File: src/rtl/stack_program_sequencer.sv
// rtl/stack_program_sequencer.sv - nibble program store that replays opcodes/operands onto the stack CPU bus
module stack_program_sequencer #(
    parameter int DEPTH = 16,
    parameter int AW    = 5
) (
    input  logic          clk,
    input  logic          rst,
    input  logic          load_en,
    input  logic [3:0]    load_data,
    input  logic          load_clr,
    input  logic          run,
    output logic          cpu_rst,
    output logic [3:0]    cpu_nibble,
    output logic          busy,
    output logic          done,
    output logic          full,
    output logic [AW-1:0] pc
);
    localparam int IW = (DEPTH > 1) ? $clog2(DEPTH) : 1;

    typedef enum logic [2:0] {IDLE, CPURST, FETCH, EXEC, DONE} state_t;

    state_t        state_q, state_d;
    logic [AW-1:0] pc_q, pc_d;
    logic [AW-1:0] len_q, len_d;
    logic [1:0]    cnt_q, cnt_d;
    logic [3:0]    mem_q [DEPTH];
    logic          mem_we;

    logic [3:0]    opcode;
    logic [3:0]    operand;
    logic [AW-1:0] pc_plus1;
    logic [AW:0]   pc_wide;
    logic [AW-1:0] pc_next;
    logic          is_long;
    logic          is_push;

    // pc never equals prog_len in FETCH/EXEC, so the truncated index is always in range
    assign opcode   = mem_q[pc_q[IW-1:0]];
    assign pc_plus1 = pc_q + AW'(1);
    assign operand  = (pc_plus1 >= len_q) ? 4'h0 : mem_q[pc_plus1[IW-1:0]];
    assign is_push  = (opcode == 4'h1);
    assign pc_wide  = {1'b0, pc_q} + (is_push ? (AW+1)'(2) : (AW+1)'(1));
    assign pc_next  = (pc_wide > {1'b0, len_q}) ? len_q : pc_wide[AW-1:0];

    always_comb begin
        case (opcode)
            4'h1, 4'h2, 4'h5, 4'h6, 4'h7, 4'h8, 4'h9, 4'hA: is_long = 1'b1;
            default:                                          is_long = 1'b0;
        endcase
    end

    always_comb begin
        state_d = state_q;
        pc_d    = pc_q;
        len_d   = len_q;
        cnt_d   = cnt_q;
        mem_we  = 1'b0;
        case (state_q)
            IDLE, DONE: begin
                if (run) begin
                    state_d = CPURST;
                    pc_d    = '0;
                end else if (load_clr) begin
                    len_d   = '0;
                    state_d = IDLE;
                end else if (load_en) begin
                    state_d = IDLE;
                    if (!full) begin
                        mem_we = 1'b1;
                        len_d  = len_q + AW'(1);
                    end
                end
            end
            CPURST: state_d = (len_q == '0) ? DONE : FETCH;
            FETCH: begin
                if (opcode == 4'hF) begin
                    state_d = DONE;
                end else begin
                    state_d = EXEC;
                    cnt_d   = is_long ? 2'd2 : 2'd1;
                end
            end
            EXEC: begin
                if (cnt_q <= 2'd1) begin
                    pc_d    = pc_next;
                    state_d = (pc_next >= len_q) ? DONE : FETCH;
                end else begin
                    cnt_d = cnt_q - 2'd1;
                end
            end
            default: state_d = IDLE;
        endcase
    end

    always_ff @(posedge clk or posedge rst) begin
        if (rst) begin
            state_q <= IDLE;
            pc_q    <= '0;
            len_q   <= '0;
            cnt_q   <= '0;
        end else begin
            state_q <= state_d;
            pc_q    <= pc_d;
            len_q   <= len_d;
            cnt_q   <= cnt_d;
        end
    end

    always_ff @(posedge clk) begin
        if (mem_we) mem_q[len_q[IW-1:0]] <= load_data;
    end

    always_comb begin
        cpu_nibble = 4'h0;
        if (state_q == FETCH)                cpu_nibble = opcode;
        else if (state_q == EXEC && is_push) cpu_nibble = operand;
    end

    assign cpu_rst = rst | (state_q == CPURST);
    assign busy    = (state_q == CPURST) || (state_q == FETCH) || (state_q == EXEC);
    assign done    = (state_q == DONE);
    assign full    = (len_q == AW'(DEPTH));
    assign pc      = pc_q;
endmodule

File: config.mk
export PLATFORM = sky130hd
export DESIGN_NAME = stack_program_sequencer
export DESIGN_NICKNAME = d
export VERILOG_FILES = /design/src/rtl/stack_program_sequencer.sv
export SDC_FILE = /design/constraint.sdc
export NUM_CORES = 1
export LEC_CHECK = 0
export CAP_MARGIN = 0
export CORE_ASPECT_RATIO = 0.75
export CORE_MARGIN = 2
export CORE_UTILIZATION = 50
export DETAILED_ROUTE_END_ITERATION = 10
export MAX_ROUTING_LAYER = met4
export PLACE_DENSITY = 0.78
export SETUP_SLACK_MARGIN = 0.3
export SKIP_CTS_REPAIR_TIMING = 1
export SYNTH_ARGS = -nofsm -noshare
export SYNTH_HDL_FRONTEND = slang
export SYNTH_SLANG_ARGS = --single-unit
File: constraint.sdc
create_clock -name clk -period 5.65 [get_ports clk]
set_input_delay 1.13 -clock clk [delete_from_list [all_inputs] [get_ports clk]]
set_output_delay 1.13 -clock clk [all_outputs]
set_load 0.02 [all_outputs]
==> impl_metrics.toml <==
[outcome]
outcome = "complete, no violations"

[yosys]
synthFlopType = "edfxtp_1"
synth_commonest_cells = "edfxtp_1 (64), mux4_2 (27), ha_1 (26)"
synth.most_common_cell = "edfxtp_1"
netlist_area_um2 = 4689
synth_edf_count = 64
synth_top_area_share_pct = 40.98
yosysWarnings = 0
async_flop_share_pct = 18.99
syn_nets = 382
ys_types = 52
ys_top_cells_by_area = "edfxtp_1 (41%), mux4_2 (13%), dfrtp_1 (8.0%)"
avgSynthCellArea_um2 = 13.55
synth_area_leader_cell = "edfxtp_1"
ys_seq_area_share_pct = 48.99
syn_inst = 346
synth-seq-cells = 79

[clock_network]
cts-htree-levels = 3
cts_tree = "done"
cts_sinks = 79
cts-root-buf = "clkbuf_16"
clk-insertion-delay-late_ns = 0.34
cts.clk_slew.worst_paths_ns = 0.06
cts_buffers = 9
cts_max_path_buffers = 2

[final_layout]
syn2layout_area_growth_pct = 17.16
fin_nets = 419
nFillCells = 685
antenna_cells = 0
seqCellArea_um2 = 2305
drive_gt1_share_pct = 25.26
multiInputGateArea_um2 = 2265
utilization_pct = 60.48

[global_route]
grt_start_max_net_pins = 24
grt_first_pass_wirelength_mm = 17.30
antenna_found_initial = 0
grt_pass1_vias = 2967
grt_overflow = 0
grt_usage_pct = 24.51

[timing]
holdWs_ns = 0.6253
rsz0062_at_grt = "yes"
max_slew_margin_pct = 19.23
tightestPinTransition_ns = 1.202
setup_ws_ns = 0.2526
setup_violations = 0
skew_ns = 0.005393
drv_slew = 0
fin_crit_sh_pct = 95.53
tns_ns = 0
min_period_ns = 5.397
hold_viol_final = 0
fmax_mhz = 185.3

[floorplanning]
io_pins = 22
start_util_pct = 51.63
die-height_um = 87.87
die_x_um = 115.8
core_area_um2 = 9084
die-area_um2 = 10180
num_rows = 30

[hold_path]
min_from = "state_q[2]"
hp-class = "reg -> reg"

[detailed_routing]
antenna_left = 0
routed_wl_mm = 11.44
wl_per_cell_um = 22.17
drtIter0Drc = 288
via_count = 3162
via_per_inst = 6.128
post-route-drc-count = 0
firstDrtPassIters = 5

[placement]
port_buffers = 21
hpwlAfterDp_mm = 7.904
pre_cts_ws_ns = 0.1366
gp_congestion = 0.9426

[worst_setup_path]
timing.rr.start = "pc[0]"
crit_arrival_ns = 4.27
r2r_slack_ns = 0.28
worstSetupStartpoint = "pc[0]"
crit_required_ns = 4.52
cp_top_family = "buffers and inverters"
path_common_cell = "ha_1"
cp-end-kind = "output port"
critical_path_class = "reg -> out"
critical_path.max_stage_delay_ns = 0.73
cp_max_fo = 23
critical_path.slowest_cell = "xnor2_1"
cp.buffers_inverters = 4
cp_cell_sequence = "buf_6, buf_4, ha_1, xnor2_1, inv_1, ha_1, nor2b_1, o21ai_0, nand2b_1, a211oi_4, a22o_1, clkdlybuf4s50_1"
worstSetupStartpointType = "register"

[power]
powerDensity_nw_per_um2 = 514.7
ir_drop_v = 0.0002238
total_power_mw = 2.828
power.leakage_nw = 1.964

[job]
maxCapViolations = 0
worst register-to-register path, delay by kind of cell (launching register included):
| family | cells | cell delay, ns |
|---|---|---|
| mux | 3 | 1.31 |
| flops | 1 | 0.43 |
| fa+ha+maj | 5 | 1.42 |
| compound gates | 9 | 1.50 |
| simple gates | 3 | 0.40 |
| buf+inv | 2 | 0.24 |
layout by cell type (no fill, tap or decap), types with 4 or more instances in the layout:
cell             netlist  layout
a22o_1                 6       6
clkdlybuf4s50_1        0      21
nand4_1                4       4
nor2b_1                8       8
nor3_1                 5       5
nand3_1                9       9
buf_4                  1      20
o21ai_0                9       7
mux4_2                27      30
nand2_1               21      20
a21oi_1               11       9
xnor2_1                6       6
nor4_1                 8       8
clkbuf_16              0       9
dfrtp_1               15      13
ha_1                  26      22
mux2i_1               15      14
edfxtp_1              64      64
nor2_1                18      18
inv_1                 22      19
layer usage:
metal | vias to the layer above | GRT usage (%) | part of all wire [%]
li1 | 1418 | - | -
met1 | 1582 | 33.80 | 44
met2 | 144 | 35.73 | 46
met3 | 18 | 7.751 | 8.7
met4 | 0 | 6.169 | 1.2
met5 | - | - | 0
power by group:
part	internal, mW	total [mW]	switching (mW)
sequential	0.671	0.751	0.0805
clock	0.302	0.545	0.243
combinational	0.785	1.53	0.746
total	1.76	2.83	1.07
flip-flops by register name, summed over array words and instances (netlist names):
register	count
cnt_q	2
len_q	5
mem_q	64
pc	5
state_q	3
stage by stage:
stage / std cells / cell area (µm²)
2_1_floorplan: 346 / 4717
3_3_place_gp: 488 / 5045
3_5_place_dp: 488 / 5045
4_1_cts: 504 / 5325
5_1_grt: 516 / 5494
6_report: 516 / 5494
cells by family (layout without fill, tap and decap cells):
group	after synthesis	after routing	synth area share (%)
XOR/XNOR	9	9	1.681
flip-flops	79	79	48.99
adder cells (fa/ha/maj)	27	27	7.364
AND/OR/NAND/NOR	84	84	8.964
multiplexers	49	49	19.45
AO/OA/AOI/OAI	56	56	9.018
buffers and inverters	42	84	4.536
final timing paths:
path / endpoint / cells after the start
worst max-delay path: cpu_nibble[0] / 12
worst min-delay path: state_q[2] / 2
worst max register to register: state_q[1] / 22
worst min register to register: state_q[2] / 2
max in group asynchronous: pc[1] / 2
min in group asynchronous: pc[0] / 2
cell type report:
type	instances	area share, %
Clock inverter	7	1.002
Sequential cell	79	41.95
Multi-Input combinational cell	225	41.22
Timing Repair Buffer	44	7.174
Tap cell	128	2.915
Clock buffer	9	4.099
Inverter	24	1.640
Note: power is estimated with default switching activity, not from simulation.
